===== src/rtl/mux_4to1_pkg.sv =====
// Load-format selector codes shared by the load-data mux and the data-memory load path.
// Codes 3, 6 and 7 are unassigned and decode as invalid.
package mux_4to1_pkg;

    typedef logic [2:0] sel_t;

    localparam sel_t SEL_SBYTE = 3'd0;
    localparam sel_t SEL_SHALF = 3'd1;
    localparam sel_t SEL_WORD  = 3'd2;
    localparam sel_t SEL_UBYTE = 3'd4;
    localparam sel_t SEL_UHALF = 3'd5;

endpackage


===== src/rtl/mux_4to1_if.sv =====
// Selector, pre-extended load data and registered result of the load-data mux.
interface mux_4to1_if #(
    parameter int WIDTH = 32
);
    import mux_4to1_pkg::*;

    sel_t             selector;
    logic [WIDTH-1:0] S8;
    logic [WIDTH-1:0] S16;
    logic [WIDTH-1:0] W;
    logic [WIDTH-1:0] U8;
    logic [WIDTH-1:0] U16;
    logic [WIDTH-1:0] out;
    logic             err;

    modport master (
        output selector, S8, S16, W, U8, U16,
        input  out, err
    );

    modport slave (
        input  selector, S8, S16, W, U8, U16,
        output out, err
    );

endinterface


===== src/rtl/mux_4to1.sv =====
// Load-data mux: picks one pre-extended load word by format code, flags unassigned codes.
// Latency: one cycle, selector/data sampled on rising CLK, out/err registered.
// Backpressure: none; a new selector and data set is accepted every cycle.
module mux_4to1
    import mux_4to1_pkg::*;
#(
    parameter int WIDTH = 32
) (
    input  logic         CLK,
    input  logic         RST_N,
    mux_4to1_if.slave    bus
);

    logic [WIDTH-1:0] sel_dat;
    logic             sel_err;
    logic [WIDTH-1:0] out_q;
    logic             err_q;

    // Only the chosen input reaches sel_dat, so unknowns on the others stay out of the register.
    always_comb begin
        sel_dat = '0;
        sel_err = 1'b0;
        case (bus.selector)
            SEL_SBYTE: sel_dat = bus.S8;
            SEL_SHALF: sel_dat = bus.S16;
            SEL_WORD:  sel_dat = bus.W;
            SEL_UBYTE: sel_dat = bus.U8;
            SEL_UHALF: sel_dat = bus.U16;
            default:   sel_err = 1'b1;
        endcase
    end

    always_ff @(posedge CLK or negedge RST_N) begin
        if (!RST_N) begin
            out_q <= '0;
            err_q <= 1'b0;
        end else begin
            out_q <= sel_dat;
            err_q <= sel_err;
        end
    end

    assign bus.out = out_q;
    assign bus.err = err_q;

endmodule


===== src/flat_wrapper.sv =====
// flat-port wrapper written by rule: the top's interface ports become plain ports
module mux_4to1_flat import mux_4to1_pkg::*;
#(
    parameter int WIDTH = 32
)
  (CLK, RST_N, bus_selector, bus_S8, bus_S16, bus_W, bus_U8, bus_U16, bus_out, bus_err);
  mux_4to1_if #(.WIDTH(WIDTH)) bus_i ();
  input  logic CLK;
  input  logic RST_N;
  input wire logic [$bits(bus_i.selector)-1:0] bus_selector;
  input wire logic [$bits(bus_i.S8)-1:0] bus_S8;
  input wire logic [$bits(bus_i.S16)-1:0] bus_S16;
  input wire logic [$bits(bus_i.W)-1:0] bus_W;
  input wire logic [$bits(bus_i.U8)-1:0] bus_U8;
  input wire logic [$bits(bus_i.U16)-1:0] bus_U16;
  output wire logic [$bits(bus_i.out)-1:0] bus_out;
  output wire logic [$bits(bus_i.err)-1:0] bus_err;
  assign bus_i.selector = bus_selector;
  assign bus_i.S8 = bus_S8;
  assign bus_i.S16 = bus_S16;
  assign bus_i.W = bus_W;
  assign bus_i.U8 = bus_U8;
  assign bus_i.U16 = bus_U16;
  assign bus_out = bus_i.out;
  assign bus_err = bus_i.err;
  mux_4to1 #(.WIDTH(WIDTH)) u_core (.CLK(CLK), .RST_N(RST_N), .bus(bus_i));
endmodule

===== config.mk =====
export PLATFORM = sky130hd
export DESIGN_NAME = mux_4to1_flat
export DESIGN_NICKNAME = d
export VERILOG_FILES = /design/src/rtl/mux_4to1_pkg.sv /design/src/rtl/mux_4to1_if.sv /design/src/rtl/mux_4to1.sv /design/src/flat_wrapper.sv
export SDC_FILE = /design/constraint.sdc
export NUM_CORES = 1
export LEC_CHECK = 0
export ABC_AREA = 1
export CORE_ASPECT_RATIO = 1.4
export CORE_UTILIZATION = 38
export CTS_CLUSTER_SIZE = 10
export DETAILED_ROUTE_END_ITERATION = 16
export GPL_TIMING_DRIVEN = 0
export PLACE_DENSITY = 0.89
export SLEW_MARGIN = 15
export SYNTH_ARGS = -nofsm -noshare
export SYNTH_HDL_FRONTEND = slang
export SYNTH_SLANG_ARGS = --single-unit

===== constraint.sdc =====
create_clock -name CLK -period 0.8 [get_ports CLK]
set_input_delay 0.2 -clock CLK [delete_from_list [all_inputs] [get_ports CLK]]
set_output_delay 0.2 -clock CLK [all_outputs]
set_load 0.005 [all_outputs]

==> metrics.csv, run 1 <==
stage,metric,value,unit
power,peakVddDrop,1.08,mV
outcome,outcome,"finished, violations left",
sta,tightest_slew,0.365,ns
worst_setup_path,crit_family,flip-flops,
clock_network,htreeDepth,2,
worst_setup_path,end_kind,output port,
synthesis,syn_inst,424,
grt,grtUsageTotal,30.8,%
power,switching_share,29.1,%
sta,fin_crit,0.997,ns
clock_network,clk_path_buf_depth,2,
power,p_switching,1.71,mW
grt,grt_pass1_vias,3701,
power,internal_power,4.16,mW
routing,vias,3792,
clock_network,clock-root-buffer,clkbuf_8,
synthesis,synth-xor-area-share,0,%
routing,drtPass1Iterations,5,
finish,area_growth,109,%
grt,antenna_found_initial,0,
worst_setup_path,cp.required,0.60,ns
synthesis,synth-seq-cells,33,
grt,grt_pass1_wl,17200,um
worst_setup_path,critical_path_buf_inv_count,1,
synthesis,yosys.area.top_type,dfrtp_1,
synthesis,synth_top_family_by_area,simple AND/OR/NAND/NOR gates,
routing,wl,12800,um
synthesis,synth_simple_gate_area_share,44.2,%
sta,rsz0062_at_grt,yes,
worst_setup_path,path_cells,buf_2,
routing,ant_nets,0,
outcome,violations,negative setup slack,
power,power.leakage,2.72,nW
routing,post_drt_wl_per_cell,17.2,um
hold_path,holdCritPathClass,in2reg,
power,power_frac_clock,28.9,%
floorplan,fp-row-count,35,
synthesis,synth_cell_types,17,
power,comb_power_share,39.3,%
flow_run,cap_violations,0,
synthesis,synth_top_area_share,30.9,%
hold_path,hold_depth,5,
placed_design,port_buffers,194,
synthesis,avgSynthCellArea,6.29,sq um
worst_setup_path,critical_path_class,reg2out,
power,power,5.87,mW
floorplan,start_util,39.8,%
sta,max_freq,1000,MHz
routing,drtIter0Drc,194,
synthesis,synth_area_leaders,"dfrtp_1, nand3_1, inv_1",
routing,drcViolationCount,0,
sta,setup_violations,65,
synthesis,synthAdderAreaFrac,0,%
finish,diodes,0,
synthesis,synth_nets,589,
placed_design,dp_hpwl,8220,um
worst_setup_path,critical-path-slowest-cell,dfrtp_1,
worst_setup_path,cp_slowest_stage_delay,0.39,ns
placed_design,gp_congestion,0.876,
routing,vias_per_cell,5.11,
floorplan,die_w,72.8,um
finish,drive_gt1_share,30.6,%
floorplan,num_io_pins,198,
sta,drv_slew,0,
sta,maxSlewHeadroom,75.7,%
clock_network,clk_pin_slew_worst_paths,0.08,ns
clock_network,cts_buffers,5,
worst_setup_path,cp-start-kind,flop,
grt,gr-total-overflow,0,
sta,setup_slack,-0.197,ns
floorplan,die-area,0.00737,sq mm
power,cellPowerDensity,1050,mW/mm^2
power,pwr-share-seq,31.8,%
floorplan,fp.coreArea,0.00670,sq mm
sta,finalHoldViolations,0,
synthesis,synth_compound_area_share,3.94,%
worst_setup_path,cp.arrival,0.80,ns
synthesis,yosysSeqAreaShare,30.9,%
sta,period_share,125,%
synthesis,yosys_warnings,0,
placed_design,dp_slack,-0.413,ns
clock_network,cts_tree,done,
worst_setup_path,path_depth,1,
worst_setup_path,path_max_fanout,1,
synthesis,synthMuxAreaShare,0,%
floorplan,die_h,101,um
grt,grt_max_degree,34,
clock_network,cts.sinks,33,
finish,final_net_count,814,
synthesis,synthesis.area,0.00267,sq mm
state kept, by name, summed over array words and instances (netlist names):
| register | count |
|---|---|
| u_core.bus.out | 32 |
| u_core.bus.err | 1 |
power by group through the flow:
stage | combinational, mW | clock [mW] | sequential [mW]
after floorplan | 0.618 | 0 | 1.93
after global placement | 1.93 | 0 | 1.90
after detailed placement | 1.99 | 0 | 1.90
after CTS | 2.11 | 1.68 | 1.86
after global routing | 2.45 | 1.75 | 1.88
final | 2.31 | 1.69 | 1.86
path summary, 6_finish.rpt:
kind                                        startpoint                            to  slack (ns)
max                        u_core.bus.out[6]$_DFF_PN0_                    bus_out[6]       -0.20
max in group asynchronous                        RST_N   u_core.bus.out[8]$_DFF_PN0_        0.19
min in group asynchronous                        RST_N   u_core.bus.out[4]$_DFF_PN0_        0.41
min                                    bus_selector[1]  u_core.bus.out[30]$_DFF_PN0_        0.30
area by class of cell:
type / instances / area (sq um)
Multi-Input combinational cell: 273 / 1720
Clock buffer: 7 / 86.3
Inverter: 87 / 332
Sequential cell: 33 / 826
Clock inverter: 1 / 30.0
Fill cell: 412 / 1120
Timing Repair Buffer: 218 / 2110
Tap cell: 92 / 115
Buffer: 31 / 368
cells in the final DEF (no fill, tap or decap), types with 2 or more instances in the layout:
| cell | Yosys | layout |
|---|---|---|
| buf_12 | 0 | 10 |
| buf_2 | 11 | 38 |
| buf_4 | 6 | 8 |
| buf_6 | 9 | 12 |
| buf_8 | 1 | 13 |
| clkbuf_2 | 0 | 3 |
| clkbuf_4 | 0 | 2 |
| clkbuf_8 | 0 | 6 |
| clkdlybuf4s50_1 | 0 | 160 |
| dfrtp_1 | 33 | 33 |
| inv_1 | 86 | 85 |
| nand2_1 | 76 | 61 |
| nand2_2 | 0 | 15 |
| nand3_1 | 85 | 31 |
| nand3_2 | 11 | 56 |
| nand3_4 | 1 | 10 |
| nand4_1 | 12 | 12 |
| nor2_1 | 65 | 53 |
| nor2_2 | 0 | 12 |
| nor2_4 | 2 | 2 |
| o21ai_0 | 16 | 2 |
| o21ai_1 | 5 | 12 |
| o21ai_2 | 0 | 7 |
kinds of logic (layout without fill, tap and decap cells):
family / Yosys count / in the layout
flip-flops: 33 / 33
buffers and inverters: 118 / 344
AND/OR/NAND/NOR: 252 / 252
AO/OA/AOI/OAI: 21 / 21
routing by layer:
layer	routed length (um)	track usage, %	up-vias
li1	-	-	1755
met1	4390	30.8	1742
met2	6800	57.9	234
met3	863	6.67	61
met4	721	17.2	0
met5	0	0	-
cell usage after synthesis:
master / instances
inv_1: 86
nand3_1: 85
nand2_1: 76
nor2_1: 65
dfrtp_1: 33
o21ai_0: 16
nand4_1: 12
buf_2: 11
nand3_2: 11
buf_6: 9
buf_4: 6
o21ai_1: 5
clkbuf_1: 4
nor2_4: 2
buf_8: 1
inv_2: 1
nand3_4: 1
metrics by stage:
stage / instance area [sq um] / TNS (ns) / instances / util [%] / hold WS [ns]
floorplan: 2720 / -4.43 / 424 / - / -0.0956
CTS: 5240 / -7.01 / 740 / 78.2 / 0.281
detailed placement: 4800 / -16.66 / 711 / 71.6 / 0.177
global placement: 4780 / -55.69 / 710 / 71.4 / 0.568
global route: 5580 / -9.32 / 742 / 83.3 / 0.321
finish: 5580 / -7.53 / 742 / 83.3 / 0.301
repair_timing:
item,4_1_cts,5_1_grt
gates resized for setup,205,97
setup buffers,10,3
hold buffers,1,0
setup endpoints to repair,52,65
cloned,10,2
pin swaps,29,48
hold endpoints to repair,33,0
No activity file was read; power rests on OpenSTA's default activity.
==> run 2: changes to the inputs <==
--- a/config.mk
+++ b/config.mk
@@ -7,11 +7,11 @@
 export LEC_CHECK = 0
 export ABC_AREA = 1
 export CORE_ASPECT_RATIO = 1.4
-export CORE_UTILIZATION = 38
+export CORE_UTILIZATION = 31
 export CTS_CLUSTER_SIZE = 10
 export DETAILED_ROUTE_END_ITERATION = 16
 export GPL_TIMING_DRIVEN = 0
-export PLACE_DENSITY = 0.89
+export PLACE_DENSITY = 0.75
 export SLEW_MARGIN = 15
 export SYNTH_ARGS = -nofsm -noshare
 export SYNTH_HDL_FRONTEND = slang
==> metrics.csv, run 2 (synthesized netlist as in run 1, its figures left out) <==
stage,metric,value,unit,change
worst_setup_path,cp.arrival,0.77,ns,was 0.80 ns
grt,grt_pass1_vias,3295,,"was 3,701"
grt,use_met2,44.5,%,was 57.9%
routing,drtIter0Drc,158,,was 194
floorplan,num_io_pins,198,,unchanged
finish,final_cells,754,,was 742
floorplan,fp-row-count,39,,was 35
finish,diodes,0,,unchanged
outcome,outcome,"finished, violations left",,unchanged
worst_setup_path,cp_slowest_stage_delay,0.37,ns,was 0.39 ns
sta,setup_slack,-0.173,ns,was -0.197 ns
clock_network,clk_path_buf_depth,2,,unchanged
sta,tightest_slew,0.279,ns,was 0.365 ns
worst_setup_path,path_max_fanout,1,,unchanged
routing,post_drt_wl_per_cell,14.6,um,was 17.2 um
routing,ant_nets,0,,unchanged
worst_setup_path,crit_family,flip-flops,,unchanged
placed_design,dp_cells,721,,was 711
clock_network,cts_buffers,5,,unchanged
routing,drtPass1Iterations,4,,was 5
routing,drcViolationCount,0,,unchanged
floorplan,die-area,0.00899,sq mm,was 0.00737 sq mm
sta,setup_violations,60,,was 65
grt,grt_pass1_wl,15500,um,"was 17,200 um"
floorplan,die_h,112,um,was 101 um
power,cellPowerDensity,1160,mW/mm^2,was 1050 mW/mm^2
worst_setup_path,path_cells,buf_2,,unchanged
routing,vias,3523,,"was 3,792"
power,power,6.29,mW,was 5.87 mW
finish,final_net_count,816,,was 814
placed_design,port_buffers,194,,unchanged
sta,maxSlewHeadroom,81.4,%,was 75.7%
flow_run,cap_violations,0,,unchanged
sta,hold_ws,0.257,ns,was 0.301 ns
floorplan,die_w,80.4,um,was 72.8 um
power,peakVddDrop,0.864,mV,was 1.08 mV
clock_network,clk_pin_slew_worst_paths,0.05,ns,was 0.08 ns
clock_network,cts.sinks,33,,unchanged
grt,grt_use_met3,6.15,%,was 6.67%
finish,drive_gt1_share,24.7,%,was 30.6%
finish,area_growth,103,%,was 109%
sta,fin_crit,0.973,ns,was 0.997 ns
worst_setup_path,critical-path-slowest-cell,dfrtp_1,,unchanged
worst_setup_path,critical_path_buf_inv_count,1,,unchanged
power,power.leakage,2.73,nW,was 2.72 nW
worst_setup_path,crit_start,u_core.bus.out[5]$_DFF_PN0_,,was u_core.bus.out[6]$_DFF_PN0_
floorplan,start_util,32.4,%,was 39.8%
clock_network,clock-root-buffer,clkbuf_16,,was clkbuf_8
sta,rsz0062_at_grt,yes,,unchanged
finish,largest_reg_flops,32,,unchanged
worst_setup_path,end_kind,output port,,unchanged
hold_path,holdCritPathClass,in2reg,,unchanged
outcome,violations,negative setup slack,,unchanged
grt,grt_max_degree,31,,was 34
clock_network,cts_tree,done,,unchanged
worst_setup_path,cp.required,0.60,ns,about the same
grt,grt_busiest_layer,met2,,unchanged
placed_design,gp_congestion,0.771,,was 0.876
finish,layout_commonest_cell,clkdlybuf4s50_1,,unchanged
finish,finish.instance_area,0.00542,sq mm,was 0.00558 sq mm
routing,wl,11000,um,"was 12,800 um"
sta,drv_slew,0,,unchanged
grt,use_met1,22.4,%,was 30.8%
sta,finalHoldViolations,0,,unchanged
sta,period_share,122,%,was 125%
hold_path,min-delay-start,bus_selector[1],,unchanged
placed_design,dp_hpwl,8070,um,was 8220 um
sta,setup-tns-final,-6.68,ns,was -7.53 ns
placed_design,place_area,0.00481,sq mm,was 0.00480 sq mm
worst_setup_path,cp-start-kind,flop,,unchanged
grt,antenna_found_initial,0,,unchanged
sta,max_freq,1030,MHz,was 1000 MHz
clock_network,htreeDepth,2,,unchanged
worst_setup_path,critical_path_class,reg2out,,unchanged
grt,grtUsageTotal,22.7,%,was 30.8%
finish,final_cell_mix,"clkdlybuf4s50_1, inv_1, nand2_1, nor2_1, nand3_1",,"was clkdlybuf4s50_1, inv_1, nand2_1, nand3_2, nor2_1"
grt,gr-total-overflow,0,,unchanged
routing,vias_per_cell,4.67,,was 5.11
floorplan,fp.coreArea,0.00825,sq mm,was 0.00670 sq mm
## run 2: cell types whose count changed in the layout (fill, tap and decap cells not counted), moves of 7 or more
cell | previous run | this run
nand3_2 | 56 | 40
buf_6 | 12 | 19
clkbuf_16 | 1 | 9
o21ai_0 | 2 | 12
nand3_4 | 10 | 2
nand3_1 | 31 | 55
## run 2: stage by stage
step / utilization, % / worst slack [ns]
final: 65.7 / -0.173
after global routing: 65.7 / -0.200
after CTS: 59.1 / -0.182
after detailed placement: 58.3 / -0.375
after global placement: 58.1 / -1.27
after floorplan: - / -0.151
## run 2: layout make-up
| type | instances | area [sq um] |
|---|---|---|
| sequential | 33 | 826 |
| clock inverter | 1 | 30.0 |
| clock buffer | 7 | 143 |
| timing repair buffer | 221 | 2120 |
| buffer | 30 | 353 |
| fill | 739 | 2830 |
| multi-input combinational | 273 | 1490 |
| inverter | 87 | 334 |
| tap | 102 | 128 |
## run 2: worst paths after layout
path                                           endpoint  slack [ns]  depth (start not counted)
setup / recovery                             bus_out[5]       -0.17                          1
hold / removal             u_core.bus.out[31]$_DFF_PN0_        0.26                          5
max in group asynchronous   u_core.bus.out[8]$_DFF_PN0_        0.15                          3
min in group asynchronous  u_core.bus.out[10]$_DFF_PN0_        0.27                          2
## run 2: timing repair
| item | 4_1_cts | 5_1_grt |
|---|---|---|
| pin swaps | 0 | 41 |
| buffers inserted | 2 | 16 |
| hold endpoints to repair | 33 | 0 |
| gates cloned | 1 | 6 |
| hold buffers | 1 | 0 |
| gates resized for setup | 142 | 92 |
| setup endpoints to repair | 53 | 65 |
## run 2: per-layer routing
metal  wire length, um  vias to the layer above  part of all wire [%]
met5                 0                        -                     0
met4               264                        0                   2.4
met3              1000                       20                   9.1
met2              5960                      159                    54
met1              3810                     1579                    35
li1                  -                     1765                     -
## run 2: report_power, final
part | total [mW] | internal (mW) | switching (mW) | leakage [nW]
Combinational | 2.14 | 1.28 | 0.858 | 2.23
Sequential | 1.86 | 1.83 | 0.0349 | 0.421
Clock | 2.28 | 1.56 | 0.726 | 0.0841
## run 2: worst min-delay path, stage by stage
cell and delay [ns]:
buf_12 0.10, nand3_2 0.06, nand2_1 0.06, nor2_1 0.03, nand2_1 0.04
==> run 3: changes to the inputs <==
--- a/config.mk
+++ b/config.mk
@@ -6,12 +6,14 @@
 export NUM_CORES = 1
 export LEC_CHECK = 0
 export ABC_AREA = 1
+export ABC_CLOCK_PERIOD_IN_PS = 800
 export CORE_ASPECT_RATIO = 1.4
 export CORE_UTILIZATION = 31
 export CTS_CLUSTER_SIZE = 10
 export DETAILED_ROUTE_END_ITERATION = 16
 export GPL_TIMING_DRIVEN = 0
 export PLACE_DENSITY = 0.75
+export SKIP_LAST_GASP = 1
 export SLEW_MARGIN = 15
 export SYNTH_ARGS = -nofsm -noshare
 export SYNTH_HDL_FRONTEND = slang
==> metrics.csv, run 3 (synthesized netlist as in run 1, its figures left out) <==
stage,metric,value,unit,change
sta,fin_crit,0.970,ns,was 0.973 ns
power,peakVddDrop,0.832,mV,was 0.864 mV
placed_design,dp_cells,721,,unchanged
floorplan,fp.coreArea,0.00825,sq mm,unchanged
routing,drtPass1Iterations,4,,unchanged
sta,max_freq,1030,MHz,about the same
power,power_frac_clock,36.4,%,was 36.3%
placed_design,gp_congestion,0.771,,unchanged
worst_setup_path,cp_slowest_stage_delay,0.36,ns,was 0.37 ns
finish,final_cells,752,,was 754
placed_design,dp_hpwl,8070,um,unchanged
sta,drv_slew,0,,unchanged
power,switching_share,25.5,%,was 25.8%
floorplan,die_h,112,um,unchanged
finish,drive_gt1_share,22.9,%,was 24.7%
grt,grt_pass1_wl,15500,um,about the same
power,power.leakage,2.72,nW,was 2.73 nW
sta,period_share,121,%,was 122%
sta,maxSlewHeadroom,81.7,%,was 81.4%
worst_setup_path,critical_path_buf_inv_count,1,,unchanged
outcome,violations,negative setup slack,,unchanged
floorplan,die_w,80.4,um,unchanged
grt,grt_max_degree,31,,unchanged
sta,setup_violations,60,,unchanged
worst_setup_path,cp.required,0.60,ns,about the same
finish,final_cell_mix,"clkdlybuf4s50_1, inv_1, nand2_1, nor2_1, nand3_1",,unchanged
grt,antenna_found_initial,0,,unchanged
routing,drtIter0Drc,182,,was 158
floorplan,start_util,32.4,%,unchanged
worst_setup_path,critical-path-slowest-cell,dfrtp_1,,unchanged
grt,grt_pass1_vias,3296,,"was 3,295"
worst_setup_path,critical_path_class,reg2out,,unchanged
finish,layout_commonest_cell,clkdlybuf4s50_1,,unchanged
finish,fillers,761,,was 739
flow_run,cap_violations,0,,unchanged
power,p_switching,1.59,mW,was 1.62 mW
sta,finalHoldViolations,0,,unchanged
placed_design,port_buffers,194,,unchanged
power,cellPowerDensity,1170,mW/mm^2,was 1160 mW/mm^2
floorplan,num_io_pins,198,,unchanged
routing,post_drt_wl_per_cell,14.5,um,was 14.6 um
worst_setup_path,path_max_fanout,1,,unchanged
finish,final_net_count,814,,was 816
clock_network,clock-root-buffer,clkbuf_16,,unchanged
worst_setup_path,cp-start-kind,flop,,unchanged
finish,diodes,0,,unchanged
clock_network,htreeDepth,2,,unchanged
routing,vias_per_cell,4.65,,was 4.67
sta,rsz0062_at_grt,yes,,unchanged
power,comb_power_share,33.7,%,was 34.1%
routing,ant_nets,0,,unchanged
routing,drcViolationCount,0,,unchanged
finish,largest_reg_flops,32,,unchanged
floorplan,fp-row-count,39,,unchanged
power,internal_power,4.65,mW,was 4.67 mW
worst_setup_path,crit_family,flip-flops,,unchanged
finish,post-route-util,64.9,%,was 65.7%
clock_network,cts.sinks,33,,unchanged
power,pwr-share-seq,29.9,%,was 29.6%
sta,setup_slack,-0.170,ns,was -0.173 ns
clock_network,clk_pin_slew_worst_paths,0.05,ns,about the same
grt,gr-total-overflow,0,,unchanged
clock_network,cts_buffers,5,,unchanged
clock_network,cts_tree,done,,unchanged
routing,wl,10900,um,"was 11,000 um"
floorplan,die-area,0.00899,sq mm,unchanged
worst_setup_path,end_kind,output port,,unchanged
worst_setup_path,path_cells,buf_2,,unchanged
sta,setup-tns-final,-6.62,ns,was -6.68 ns
routing,vias,3500,,"was 3,523"
worst_setup_path,cp.arrival,0.77,ns,about the same
outcome,outcome,"finished, violations left",,unchanged
sta,tightest_slew,0.274,ns,was 0.279 ns
power,power,6.24,mW,was 6.29 mW
finish,area_growth,100,%,was 103%
clock_network,clk_path_buf_depth,2,,unchanged
hold_path,holdCritPathClass,in2async,,was in2reg
grt,grtUsageTotal,22.7,%,unchanged
sta,hold_ws,0.270,ns,was 0.257 ns
[run 3: area by class of cell]
| class | count | area (sq um) | share of cell area [%] |
|---|---|---|---|
| Timing Repair Buffer | 219 | 2090 | 39.1 |
| Multi-Input combinational cell | 273 | 1450 | 27.1 |
| Sequential cell | 33 | 826 | 15.4 |
| Buffer | 30 | 348 | 6.50 |
| Inverter | 87 | 332 | 6.20 |
| Clock buffer | 7 | 143 | 2.67 |
| Tap cell | 102 | 128 | 2.39 |
| Clock inverter | 1 | 30.0 | 0.561 |
[run 3: per-layer routing]
layer  global-route usage (%)  share of wire, %
met1                     22.4                35
met2                     44.5                55
met3                     6.15               8.6
met4                     6.19               1.6
met5                        0                 0
[run 3: timing repair]
item / CTS / global route
hold buffers: 1 / 0
hold endpoints to repair: 33 / 0
cloned: 1 / 5
endpoints found under the setup margin: 53 / 65
setup buffers: 2 / 15
gates resized for setup: 140 / 74
pin swaps: 0 / 38
[run 3: worst max-delay path by stage]
stage,startpoint,to,cells after the start
after global routing,u_core.bus.out[24]$_DFF_PN0_,bus_out[24],1
after global placement,RST_N,u_core.bus.out[15]$_DFF_PN0_,1
final,u_core.bus.out[30]$_DFF_PN0_,bus_out[30],1
after floorplan,bus_selector[1],u_core.bus.out[4]$_DFF_PN0_,8
after detailed placement,bus_selector[1],u_core.bus.out[12]$_DFF_PN0_,7
after CTS,u_core.bus.out[30]$_DFF_PN0_,bus_out[30],1
[run 3: power groups by stage]
stage / Sequential [mW] / Combinational [mW] / Clock (mW)
global route: 1.88 / 2.28 / 2.40
finish: 1.86 / 2.10 / 2.27
detailed placement: 1.90 / 2.00 / 0
CTS: 1.87 / 1.88 / 2.31
global placement: 1.90 / 1.96 / 0
floorplan: 1.93 / 0.618 / 0
[run 3: stage by stage]
stage          worst slack [ns]  area [sq um]
6_report                 -0.170          5350
3_3_place_gp              -1.27          4790
5_1_grt                  -0.199          5350
3_5_place_dp             -0.375          4810
2_1_floorplan            -0.151          2720
4_1_cts                  -0.182          4870
